$ cat src/rtl/leaf_stream_packetizer_pkg.sv
// Shared definitions for the leaf stream packetizer: packet field positions,
// config-payload layout and the control FSM state encoding.
package leaf_stream_packetizer_pkg;

    // Default BFT packet layout: [48] valid, [47:43] leaf, [42:39] port, [38:32] addr, [31:0] payload
    localparam int PKT_VALID_BIT = 48;
    localparam int PKT_LEAF_LSB  = 43;
    localparam int PKT_PORT_LSB  = 39;
    localparam int PKT_ADDR_LSB  = 32;

    // Payload bit 31 distinguishes config (1) from credit (0) packets
    localparam int CFG_TYPE_BIT  = 31;
    localparam int CFG_LEAF_LSB  = 4;
    localparam int CFG_PORT_LSB  = 0;

    typedef enum logic [1:0] {
        ST_UNCFG  = 2'd0,
        ST_RUN    = 2'd1,
        ST_REPLAY = 2'd2
    } state_e;

endpackage

$ cat src/rtl/leaf_stream_packetizer_credit_counter.sv
// Receiver free-space tracker: adds a fixed update per credit packet, removes one
// per sent word, saturates at twice the initial credit and flags empty.
module leaf_stream_packetizer_credit_counter #(
    parameter int CREDIT_INIT = 128,
    parameter int UPDATE_SIZE = 64,
    parameter int CREDIT_BITS = $clog2(2 * CREDIT_INIT + 1)
) (
    input  logic                   clk,
    input  logic                   reset,
    input  logic                   inc,
    input  logic                   dec,
    output logic [CREDIT_BITS-1:0] credit,
    output logic                   zero
);

    localparam logic [CREDIT_BITS:0]   CREDIT_MAX  = (CREDIT_BITS + 1)'(2 * CREDIT_INIT);
    localparam logic [CREDIT_BITS:0]   CREDIT_UPD  = (CREDIT_BITS + 1)'(UPDATE_SIZE);
    localparam logic [CREDIT_BITS:0]   CREDIT_ONE  = (CREDIT_BITS + 1)'(1);
    localparam logic [CREDIT_BITS-1:0] CREDIT_RST  = CREDIT_BITS'(CREDIT_INIT);
    localparam logic [CREDIT_BITS-1:0] CREDIT_ZERO = CREDIT_BITS'(0);

    logic [CREDIT_BITS-1:0] credit_r;
    logic [CREDIT_BITS:0]   sum_s;
    logic [CREDIT_BITS-1:0] credit_next_s;

    // Net change for this cycle, clamped to the saturation ceiling
    always_comb begin
        sum_s = {1'b0, credit_r};
        if (inc) begin
            sum_s = sum_s + CREDIT_UPD;
        end else begin
            sum_s = sum_s;
        end
        if (dec && (credit_r != CREDIT_ZERO)) begin
            sum_s = sum_s - CREDIT_ONE;
        end else begin
            sum_s = sum_s;
        end
        if (sum_s > CREDIT_MAX) begin
            credit_next_s = CREDIT_MAX[CREDIT_BITS-1:0];
        end else begin
            credit_next_s = sum_s[CREDIT_BITS-1:0];
        end
    end

    // Credit register
    always_ff @(posedge clk or posedge reset) begin
        if (reset) begin
            credit_r <= CREDIT_RST;
        end else begin
            credit_r <= credit_next_s;
        end
    end

    assign credit = credit_r;
    assign zero   = (credit_r == CREDIT_ZERO);

endmodule

$ cat src/rtl/leaf_stream_packetizer.sv
// Wraps user words into BFT packets addressed to a configured leaf/port, gated by
// receiver credit, with a one-cycle replay of the last packet on request.
module leaf_stream_packetizer
    import leaf_stream_packetizer_pkg::*;
#(
    parameter int PACKET_BITS           = 49,
    parameter int PAYLOAD_BITS          = 32,
    parameter int NUM_LEAF_BITS         = 5,
    parameter int NUM_PORT_BITS         = 4,
    parameter int NUM_ADDR_BITS         = 7,
    parameter int CREDIT_INIT           = 128,
    parameter int FREESPACE_UPDATE_SIZE = 64
) (
    input  logic                    clk,
    input  logic                    reset,
    input  logic [PACKET_BITS-1:0]  din_leaf_bft2interface,
    output logic [PACKET_BITS-1:0]  dout_leaf_interface2bft,
    input  logic [PAYLOAD_BITS-1:0] din_leaf_user2interface,
    input  logic                    vld_user2interface,
    output logic                    ack_interface2user,
    input  logic                    resend
);

    localparam int VALID_POS   = PACKET_BITS - 1;
    localparam int PORT_LSB    = PAYLOAD_BITS + NUM_ADDR_BITS;
    localparam int CREDIT_BITS = $clog2(2 * CREDIT_INIT + 1);
    localparam logic [NUM_ADDR_BITS-1:0] ADDR_ONE = NUM_ADDR_BITS'(1);

    state_e                   state_r;
    state_e                   state_next_s;
    logic [NUM_LEAF_BITS-1:0] dest_leaf_r;
    logic [NUM_PORT_BITS-1:0] dest_port_r;
    logic [NUM_ADDR_BITS-1:0] addr_r;
    logic [PACKET_BITS-1:0]   last_pkt_r;
    logic [PACKET_BITS-1:0]   dout_r;
    logic                     sent_r;

    logic                     decode_s;
    logic                     is_cfg_s;
    logic                     is_credit_s;
    logic                     ack_s;
    logic                     replay_go_s;
    logic                     credit_zero_s;
    logic [CREDIT_BITS-1:0]   credit_s;
    logic [PACKET_BITS-1:0]   pkt_s;
    logic                     unused_din_s;

    // Only valid packets addressed to port 0 carry control/credit information
    assign decode_s    = din_leaf_bft2interface[VALID_POS] &&
                         (din_leaf_bft2interface[PORT_LSB +: NUM_PORT_BITS] == {NUM_PORT_BITS{1'b0}});
    assign is_cfg_s    = decode_s &&  din_leaf_bft2interface[CFG_TYPE_BIT];
    assign is_credit_s = decode_s && !din_leaf_bft2interface[CFG_TYPE_BIT];

    assign ack_s       = vld_user2interface && (state_r == ST_RUN) && !credit_zero_s && !resend;
    assign replay_go_s = (state_r == ST_RUN) && resend && sent_r;
    assign pkt_s       = {1'b1, dest_leaf_r, dest_port_r, addr_r, din_leaf_user2interface};

    // Remaining packet bits (source fields, payload middle) are not needed here
    assign unused_din_s = ^{din_leaf_bft2interface, credit_s};

    leaf_stream_packetizer_credit_counter #(
        .CREDIT_INIT (CREDIT_INIT),
        .UPDATE_SIZE (FREESPACE_UPDATE_SIZE),
        .CREDIT_BITS (CREDIT_BITS)
    ) u_credit_counter (
        .clk    (clk),
        .reset  (reset),
        .inc    (is_credit_s),
        .dec    (ack_s),
        .credit (credit_s),
        .zero   (credit_zero_s)
    );

    // FSM state register
    always_ff @(posedge clk or posedge reset) begin
        if (reset) begin
            state_r <= ST_UNCFG;
        end else begin
            state_r <= state_next_s;
        end
    end

    // FSM next-state logic; replay lasts exactly one cycle
    always_comb begin
        state_next_s = state_r;
        case (state_r)
            ST_UNCFG: begin
                if (is_cfg_s) begin
                    state_next_s = ST_RUN;
                end else begin
                    state_next_s = ST_UNCFG;
                end
            end
            ST_RUN: begin
                if (replay_go_s) begin
                    state_next_s = ST_REPLAY;
                end else begin
                    state_next_s = ST_RUN;
                end
            end
            ST_REPLAY: begin
                state_next_s = ST_RUN;
            end
            default: begin
                state_next_s = ST_UNCFG;
            end
        endcase
    end

    // Datapath: dout is zero unless a word is sent or the last packet is replayed
    always_ff @(posedge clk or posedge reset) begin
        if (reset) begin
            dest_leaf_r <= {NUM_LEAF_BITS{1'b0}};
            dest_port_r <= {NUM_PORT_BITS{1'b0}};
            addr_r      <= {NUM_ADDR_BITS{1'b0}};
            last_pkt_r  <= {PACKET_BITS{1'b0}};
            dout_r      <= {PACKET_BITS{1'b0}};
            sent_r      <= 1'b0;
        end else begin
            if (ack_s) begin
                dout_r     <= pkt_s;
                last_pkt_r <= pkt_s;
                addr_r     <= addr_r + ADDR_ONE;
                sent_r     <= 1'b1;
            end else if (replay_go_s) begin
                dout_r     <= last_pkt_r;
            end else begin
                dout_r     <= {PACKET_BITS{1'b0}};
            end
            // A new destination applies from the next word on; addr keeps counting
            if (is_cfg_s) begin
                dest_leaf_r <= din_leaf_bft2interface[CFG_LEAF_LSB +: NUM_LEAF_BITS];
                dest_port_r <= din_leaf_bft2interface[CFG_PORT_LSB +: NUM_PORT_BITS];
            end else begin
                dest_leaf_r <= dest_leaf_r;
                dest_port_r <= dest_port_r;
            end
        end
    end

    assign dout_leaf_interface2bft = dout_r;
    assign ack_interface2user      = ack_s;

endmodule

$ cat config.mk
export PLATFORM = sky130hd
export DESIGN_NAME = leaf_stream_packetizer
export DESIGN_NICKNAME = d
export VERILOG_FILES = /design/src/rtl/leaf_stream_packetizer_pkg.sv /design/src/rtl/leaf_stream_packetizer_credit_counter.sv /design/src/rtl/leaf_stream_packetizer.sv
export SDC_FILE = /design/constraint.sdc
export NUM_CORES = 1
export LEC_CHECK = 0
export CELL_PAD_IN_SITES_DETAIL_PLACEMENT = 0
export CELL_PAD_IN_SITES_GLOBAL_PLACEMENT = 1
export CORE_UTILIZATION = 35
export DETAILED_ROUTE_END_ITERATION = 10
export DONT_BUFFER_PORTS = 1
export PLACE_DENSITY = 0.7
export SYNTH_ARGS = -nofsm -noshare
export SYNTH_HDL_FRONTEND = slang
export SYNTH_SLANG_ARGS = --single-unit
$ cat constraint.sdc
create_clock -name clk -period 9.3 [get_ports clk]
set_input_delay 2.79 -clock clk [delete_from_list [all_inputs] [get_ports clk]]
set_output_delay 2.79 -clock clk [all_outputs]
set_load 0.03 [all_outputs]
==> results.py, run 1 <==
metrics = {
    "synthesis": {
        "yosysWarnings": 0,
        "synthArstFlopShare_pct": 100,
        "seq_area_frac_synth_pct": 62.4,
        "synth_ff_type": "dfrtp_1",
        "syn_area_um2": 5010,
        "postSynthCellCount": 465,
        "synth_nets": 555,
        "synth_edf_count": 0,
        "synth_cell_types": 50,
        "synth-seq-cells": 125,
        "synth.avg_cell_area_um2": 10.8,
    },
    "pwr": {
        "p_per_area_nw_per_um2": 306,
        "vdd_drop_max_v": 0.000126,
        "finalPower_w": 0.00176,
        "p_leak_nw": 2.92,
    },
    "placed_design": {
        "placed_area_um2": 5140,
        "gp_congestion": 0.777,
        "hpwl_um": 5940,
        "io_buffers": 0,
    },
    "timing": {
        "setup_viol": 0,
        "fin_skew_ps": 6.69,
        "hold_violations": 0,
        "timing.hold.ws_ps": 471,
        "drv_slew": 0,
        "layout_min_cycle_time_ps": 6610,
        "layout_worst_path_cycle_share_pct": 71.1,
        "setup_tns_ps": 0,
        "tightest_slew_ps": 1090,
        "fmax_ghz": 0.151,
        "rsz0062_at_grt": "no",
        "maxSlewHeadroom_pct": 27.5,
    },
    "status": {
        "status": "complete, no violations",
    },
    "clock_tree": {
        "cts_htree_levels": 4,
        "cts_tree": "done",
        "cts.hold.buffers_added": 0,
        "clk_pin_slew_ps": 50,
        "post_cts_buffers": 0,
        "cts_root_buf": "clkbuf_16",
        "clk_latency_ps": 410,
        "cts_resized": 0,
        "cts_buffer_depth": 2,
        "numCtsBuffers": 17,
        "clock_sinks": 125,
    },
    "drt": {
        "drt_wl_total_um": 9860,
        "routed_via_density": 4.86,
        "drc": 0,
        "wl_per_cell_um": 15.1,
        "vias": 3176,
        "dr.pass1.iters": 4,
        "antenna_left": 0,
        "drt_iter0_drc": 193,
    },
    "die": {
        "start_util_pct": 36.0,
        "die_w_um": 122,
        "core_um2": 13900,
        "ios": 135,
        "fp-row-count": 43,
        "dieArea_um2": 14800,
        "die_h_um": 122,
    },
    "setup_path": {
        "crit_buf_inv": 1,
        "critPathKind": "in -> out",
        "start_kind": "primary input",
        "slowest_delay_ps": 430,
        "cp_top_family": "simple AND/OR/NAND/NOR gates",
        "worst_setup_path_end_kind": "output port",
        "crit_arrival_ps": 3820,
        "crit_chain": "nor4bb_1 -> nand2b_2 -> inv_16",
        "crit_required_ps": 6510,
        "crit_fanout": 91,
        "crit_path_top_delay_cell": "nor4bb_1",
    },
    "grt": {
        "grt_max_degree": 92,
        "overflow": 0,
        "grt_pass1_vias": 3242,
        "antenna_found_initial": 0,
        "grt_pass1_wl_um": 16600,
        "grt.total_usage_pct": 15.0,
    },
    "finish": {
        "drive_gt1_share_pct": 12.1,
        "antenna-diode-count": 0,
        "nNetsFinal": 552,
        "fin_area_um2": 5750,
        "syn_to_final_growth_pct": 14.8,
        "fill_cells": 1319,
        "fin_util_pct": 41.3,
    },
    "worst_hold_path": {
        "hp-class": "reg -> reg",
    },
    "run": {
        "cap_violations": 0,
    },
}
==> logic make-up (layout without fill, tap and decap cells) <==
kind of cell / count (synthesis) / count (layout) / share of synthesized area (%)
simple gates: 234 / 234 / 20.3
flops: 125 / 125 / 62.4
compound gates: 46 / 46 / 8.09
buf+inv: 31 / 39 / 3.25
xor+xnor: 12 / 12 / 2.10
mux: 12 / 12 / 2.62
fa+ha+maj: 5 / 5 / 1.25
==> power by group <==
part / switching [W] / leakage (nW) / internal, W
clock: 0.000224 / 0.297 / 0.000449
sequential: 0.000119 / 1.68 / 0.000682
combinational: 0.000166 / 0.944 / 0.000119
total: 0.000509 / 2.92 / 0.00125
==> registers in the layout (all words and copies together) (netlist names) <==
| register | count |
|---|---|
| dout_leaf_interface2bft | 49 |
| u_credit_counter.credit | 9 |
| addr_r | 7 |
| last_pkt_r | 49 |
| state_r | 2 |
| dest_leaf_r | 5 |
| dest_port_r | 4 |
==> metrics by stage <==
stage | setup slack [ps] | std cells
6_report | 2690 | 653
5_1_grt | 2620 | 653
4_1_cts | 2700 | 653
3_5_place_dp | 2700 | 623
3_3_place_gp | 2690 | 623
2_1_floorplan | 2620 | 465
==> synth_stat cells, types with 3 or more instances <==
| library cell | instances | share of area [%] |
|---|---|---|
| inv_1 | 6 | 0.45 |
| a22o_1 | 33 | 5.8 |
| mux2i_1 | 3 | 0.60 |
| clkbuf_1 | 14 | 1.0 |
| nand3_1 | 4 | 0.40 |
| mux2_2 | 9 | 2.0 |
| nand2_1 | 186 | 14 |
| ha_1 | 5 | 1.2 |
| xnor2_1 | 10 | 1.7 |
| nor2_1 | 13 | 0.97 |
| dfrtp_1 | 124 | 62 |
| a21oi_1 | 3 | 0.30 |
| nand4_1 | 3 | 0.37 |
| and3_1 | 4 | 0.50 |
| buf_1 | 5 | 0.37 |
==> cells in the final DEF, fill, tap and decap left out, drive strengths merged, types with 3 or more instances in the layout <==
cell type,netlist,final
xnor2,10,10
nor2,13,13
nand3,4,4
or3,3,3
clkbuf,14,26
and3,4,4
a21oi,3,3
inv,7,7
mux2,9,9
ha,5,5
mux2i,3,3
nand2,187,187
nand4,3,3
dfrtp,124,124
a22o,33,33
==> final timing paths <==
kind                                                 startpoint                               endpoint  slack (ps)  cells after the start
hold / removal                       last_pkt_r[47]$_DFFE_PP0P_  dout_leaf_interface2bft[47]$_DFF_PP0_         470                      2
max in group asynchronous                                 reset             last_pkt_r[17]$_DFFE_PP0P_        5590                      2
setup / recovery                             vld_user2interface                     ack_interface2user        2690                      3
min in group asynchronous                                 reset             last_pkt_r[42]$_DFFE_PP0P_        2340                      1
setup reg to reg           u_credit_counter.credit[7]$_DFF_PP1_   u_credit_counter.credit[5]$_DFF_PP0_        6670                      9
hold reg to reg                      last_pkt_r[47]$_DFFE_PP0P_  dout_leaf_interface2bft[47]$_DFF_PP0_         470                      2
==> metal layers <==
metal | vias up | track usage, % | share of wire, %
li1 | 1525 | - | -
met1 | 1560 | 17.7 | 43
met2 | 77 | 23.3 | 47
met3 | 14 | 6.18 | 8.0
met4 | 0 | 7.64 | 2.2
met5 | - | 0 | 0
==> worst reg2reg max path, cell delays in order, from the launching register on <==
cell and delay (ps):
dfstp_2 580, inv_1 90, ha_1 190, and3b_2 220, or4_4 580, o41ai_2 240, nor2_1 90, xor2_1 270
nand2_2 170, nor2_1 140
==> area by class of cell <==
| class | count | area [um2] | share of cell area [%] |
|---|---|---|---|
| well taps | 180 | 225 | 3.92 |
| repair buffers | 2 | 15.0 | 0.261 |
| clock buffers | 26 | 539 | 9.38 |
| inverters | 7 | 45.0 | 0.783 |
| clock inverters | 4 | 75.1 | 1.31 |
| flip-flops and latches | 125 | 3130 | 54.4 |
| multi-input cells | 309 | 1720 | 30.0 |
Power figures use the tool's default switching activity.
==> run 2, diff against run 1 <==
clock period = 6.7 ns   (was 9.3 ns; I/O delays follow)
==> run 2 against run 1 <==
Worst hold slack lost 3.6 ps. Routed wire length rose by 0.68%. Clock skew grew 8.8 ps. Design area is 0.61% lower. Die area unchanged. Setup slack worse by 1300 ps. Register-to-register slack worse by 2900 ps. Final cell count increased by 0.15%.
==> results.py, run 2 (same netlist as run 1, synthesis figures left out) <==
metrics = {
    "status": {
        "status": "complete, no violations",
    },
    "drt": {
        "routed_via_density": 4.97,
        "drc": 0,
        "antenna_left": 0,
        "drt_wl_total_um": 9920,
        "drt_iter0_drc": 148,
        "wl_per_cell_um": 15.2,
        "dr.pass1.iters": 5,
        "vias": 3251,
    },
    "setup_path": {
        "critPathKind": "in -> out",
        "crit_fanout": 91,
        "crit_arrival_ps": 3280,
        "r2r_cells": 10,
        "crit_buf_inv": 2,
        "crit_chain": "nor4bb_1 -> nand2b_2 -> buf_4 -> inv_16",
        "start_kind": "primary input",
        "crit_required_ps": 4690,
        "slowest_delay_ps": 430,
        "worst_setup_path_end_kind": "output port",
        "cp_top_family": "buffers and inverters",
        "cp.depth": 4,
        "crit_path_top_delay_cell": "nor4bb_1",
    },
    "timing": {
        "tightest_slew_ps": 1120,
        "hold_violations": 0,
        "fin_skew_ps": 15.5,
        "maxSlewHeadroom_pct": 25.6,
        "drv_slew": 0,
        "layout_min_cycle_time_ps": 5290,
        "setup_viol": 0,
        "fmax_ghz": 0.189,
        "rsz0062_at_grt": "no",
        "layout_worst_path_cycle_share_pct": 78.9,
        "setup_tns_ps": 0,
    },
    "placed_design": {
        "gp_congestion": 0.749,
        "hpwl_um": 5910,
        "io_buffers": 0,
    },
    "finish": {
        "layout_common_cells": "186 x nand2_1, 124 x dfrtp_1, 33 x a22o_1, 17 x clkbuf_16, 13 x nor2_1",
        "fill_cells": 1351,
        "antenna-diode-count": 0,
        "multi_input_area_um2": 1720,
        "nNetsFinal": 552,
        "drive_gt1_share_pct": 11.6,
        "ff_latch_area_um2": 3130,
        "layout_commonest_cell": "nand2_1",
        "fin_util_pct": 41.0,
        "syn_to_final_growth_pct": 14.1,
    },
    "pwr": {
        "p_leak_nw": 2.91,
        "vdd_drop_max_v": 0.000179,
        "finalPower_w": 0.00240,
        "p_per_area_nw_per_um2": 419,
    },
    "run": {
        "cap_violations": 0,
    },
    "clock_tree": {
        "cts_resized": 0,
        "cts_buffer_depth": 2,
        "clock_sinks": 125,
        "cts_tree": "done",
        "cts_htree_levels": 4,
        "cts.hold.buffers_added": 0,
        "clk_latency_ps": 420,
        "post_cts_buffers": 0,
        "cts_root_buf": "clkbuf_16",
        "clk_pin_slew_ps": 50,
        "numCtsBuffers": 17,
    },
    "grt": {
        "overflow": 0,
        "grt.total_usage_pct": 14.7,
        "grt_pass1_wl_um": 16400,
        "antenna_found_initial": 0,
        "grt_pass1_vias": 3227,
        "grt_max_degree": 92,
    },
    "die": {
        "dieArea_um2": 14800,
        "start_util_pct": 36.0,
        "core_um2": 13900,
        "die_h_um": 122,
        "fp-row-count": 43,
        "ios": 135,
        "die_w_um": 122,
    },
    "worst_hold_path": {
        "whs_path_depth": 2,
        "hp-class": "reg -> reg",
    },
}
## run 2: changes by cell type in the layout (fill, tap and decap cells not counted)
| cell | before | now |
|---|---|---|
| clkbuf_1 | 1 | 4 |
| clkinv_2 | 0 | 3 |
| clkbuf_8 | 8 | 4 |
| clkinvlp_4 | 2 | 0 |
| clkinv_4 | 0 | 1 |
## run 2: worst min-delay path, cell delays in order, from the launching register on
cell     delay (ps)
dfrtp_1         330
nand2_1          50
nand2_1          50
## run 2: cell type report
class	count	area share (%)
Tap cell	180	3.94
Inverter	7	0.788
Clock inverter	6	1.47
Timing Repair Buffer	2	0.263
Clock buffer	25	8.67
Sequential cell	125	54.7
Multi-Input combinational cell	309	30.1
## run 2: stage by stage
| step | hold WS [ps] | std cells | worst slack, ps | instance area (um2) |
|---|---|---|---|---|
| floorplan | 446 | 465 | 1360 | 5010 |
| finish | 467 | 654 | 1410 | 5720 |
| detailed placement | 459 | 623 | 1400 | 5140 |
| global placement | 457 | 623 | 1370 | 5140 |
| global route | 493 | 654 | 1270 | 5720 |
| CTS | 471 | 654 | 1390 | 5720 |
## run 2: power by group
group          internal [W]  switching, W
logic              0.000166      0.000231
clock network      0.000583      0.000309
registers          0.000947      0.000163
total               0.00170      0.000702
## run 2: path summary, 6_finish.rpt
kind                       slack [ps]                               endpoint                                  from
setup reg to reg                 3740   u_credit_counter.credit[1]$_DFF_PP0_  u_credit_counter.credit[6]$_DFF_PP0_
setup / recovery                 1410                     ack_interface2user                    vld_user2interface
max in group asynchronous        3820             last_pkt_r[13]$_DFFE_PP0P_                                 reset
hold reg to reg                   470   dout_leaf_interface2bft[7]$_DFF_PP0_             last_pkt_r[7]$_DFFE_PP0P_
min in group asynchronous        1630  dout_leaf_interface2bft[40]$_DFF_PP0_                                 reset
hold / removal                    470   dout_leaf_interface2bft[7]$_DFF_PP0_             last_pkt_r[7]$_DFFE_PP0P_
## run 2: metal layers
layer,global-route usage (%),part of all wire (%)
met1,17.4,42
met2,22.3,47
met3,7.21,9.0
met4,6.48,1.5
met5,0,0
==> run 3, diff against run 2 <==
PLACE_DENSITY = 0.72   (was 0.7)
clock period = 4.5 ns   (was 6.7 ns; I/O delays follow)
==> run 3 against run 2 <==
Final cell count grew 0.61%. Non-clock buffer count grew 3. Die area is the same. Total power grew 48%. Sequential cell count is the same. Largest cell class unchanged.
==> results.py, run 3 (same netlist as run 1, synthesis figures left out) <==
metrics = {
    "status": {
        "status": "complete, no violations",
    },
    "timing": {
        "fin_skew_ps": 9.37,
        "layout_min_cycle_time_ps": 3790,
        "fmax_ghz": 0.264,
        "layout_worst_path_cycle_share_pct": 84.1,
        "tightest_slew_ps": 1090,
        "setup_tns_ps": 0,
        "setup_viol": 0,
        "maxSlewHeadroom_pct": 27.5,
        "rsz0062_at_grt": "no",
        "hold_violations": 0,
        "drv_slew": 0,
    },
    "worst_hold_path": {
        "hp-class": "reg -> reg",
    },
    "drt": {
        "wl_per_cell_um": 15.1,
        "vias": 3249,
        "drt_wl_total_um": 9950,
        "dr.pass1.iters": 4,
        "drt_iter0_drc": 140,
        "antenna_left": 0,
        "routed_via_density": 4.94,
        "drc": 0,
    },
    "pwr": {
        "p_leak_nw": 2.91,
        "vdd_drop_max_v": 0.000290,
        "finalPower_w": 0.00355,
        "p_per_area_nw_per_um2": 618,
    },
    "finish": {
        "layout_commonest_cell": "nand2_1",
        "antenna-diode-count": 0,
        "drive_gt1_share_pct": 12.6,
        "fill_cells": 1345,
        "fin_util_pct": 41.3,
        "syn_to_final_growth_pct": 14.7,
        "nNetsFinal": 555,
        "layout_common_cells": "186 x nand2_1, 124 x dfrtp_1, 33 x a22o_1, 17 x clkbuf_16, 13 x nor2_1",
    },
    "setup_path": {
        "crit_path_top_delay_cell": "nor4bb_1",
        "crit_required_ps": 3150,
        "crit_arrival_ps": 2440,
        "critPathKind": "in -> out",
        "start_kind": "primary input",
        "worst_setup_path_end_kind": "output port",
        "r2r_setup_slack_ps": 1630,
        "crit_fanout": 39,
        "crit_buf_inv": 1,
        "cp_top_family": "simple AND/OR/NAND/NOR gates",
        "crit_chain": "nor4bb_1 -> nand2b_2 -> inv_16",
        "slowest_delay_ps": 580,
    },
    "die": {
        "dieArea_um2": 14800,
        "core_um2": 13900,
        "start_util_pct": 36.0,
        "die_w_um": 122,
        "die_h_um": 122,
        "ios": 135,
        "fp-row-count": 43,
    },
    "clock_tree": {
        "clock_sinks": 125,
        "cts_tree": "done",
        "post_cts_buffers": 0,
        "cts_buffer_depth": 2,
        "cts_resized": 0,
        "cts_root_buf": "clkbuf_16",
        "numCtsBuffers": 17,
        "clk_pin_slew_ps": 50,
        "cts_htree_levels": 4,
        "cts.hold.buffers_added": 0,
        "clk_latency_ps": 410,
    },
    "grt": {
        "grt_pass1_wl_um": 16600,
        "antenna_found_initial": 0,
        "grt_max_degree": 54,
        "grt_pass1_vias": 3241,
        "overflow": 0,
        "grt.total_usage_pct": 15.0,
    },
    "placed_design": {
        "gp_congestion": 0.780,
        "hpwl_um": 6190,
        "io_buffers": 0,
    },
    "run": {
        "cap_violations": 0,
    },
}
run 3: cell count changes in the layout (fill, tap and decap cells not counted):
cell        delta
buf_4          +2
clkbuf_1       -1
clkinv_4       +2
buf_12         +1
clkinv_2       -2
bufinv_16      -1
inv_4          -1
clkinvlp_4     +4
run 3: final timing paths:
| check | startpoint | end | depth (start not counted) |
|---|---|---|---|
| min in group asynchronous | reset | dout_leaf_interface2bft[23]$_DFF_PP0_ | 1 |
| max in group asynchronous | reset | last_pkt_r[28]$_DFFE_PP0P_ | 2 |
| min reg2reg | last_pkt_r[14]$_DFFE_PP0P_ | last_pkt_r[14]$_DFFE_PP0P_ | 2 |
| max reg2reg | u_credit_counter.credit[6]$_DFF_PP0_ | addr_r[6]$_DFFE_PP0P_ | 10 |
| min | last_pkt_r[14]$_DFFE_PP0P_ | last_pkt_r[14]$_DFFE_PP0P_ | 2 |
| max | vld_user2interface | ack_interface2user | 3 |
run 3: worst reg2reg max path, cell delays in order (launching register included):
cell      delay, ps
dfrtp_1         500
inv_1           130
ha_1            220
and3b_2         220
nor3b_2         180
nand2b_2        270
inv_16          210
buf_4           490
nand4_1         250
nor2_1          170
xor2_1          160
run 3: routing by layer:
layer	part of all wire, %	global-route usage [%]
met1	44	17.3
met2	47	23.5
met3	7.7	7.49
met4	1.3	6.71
met5	0	0
run 3: cell type report:
class                      instances  area (um2)  share of cell area (%)
clock buffer                      24         492                    8.55
timing repair buffer               5        50.0                   0.871
inverter                           7        46.3                   0.805
sequential                       125        3130                    54.4
tap                              180         225                    3.92
multi-input combinational        309        1720                    30.0
clock inverter                     8        83.8                    1.46
run 3: metrics by stage:
step	hold slack, ps	std cells	setup WS, ps	cell area, um2
floorplan	446	465	696	5010
global placement	457	626	729	5170
detailed placement	462	626	707	5170
CTS	475	658	704	5750
global route	490	658	708	5750
finish	474	658	714	5750
run 3: where the power goes:
group	switching [W]	internal, W	leakage [nW]
clock network	0.000486	0.000819	0.273
logic	0.000344	0.000249	0.960
registers	0.000245	0.00141	1.68
total	0.00107	0.00248	2.91
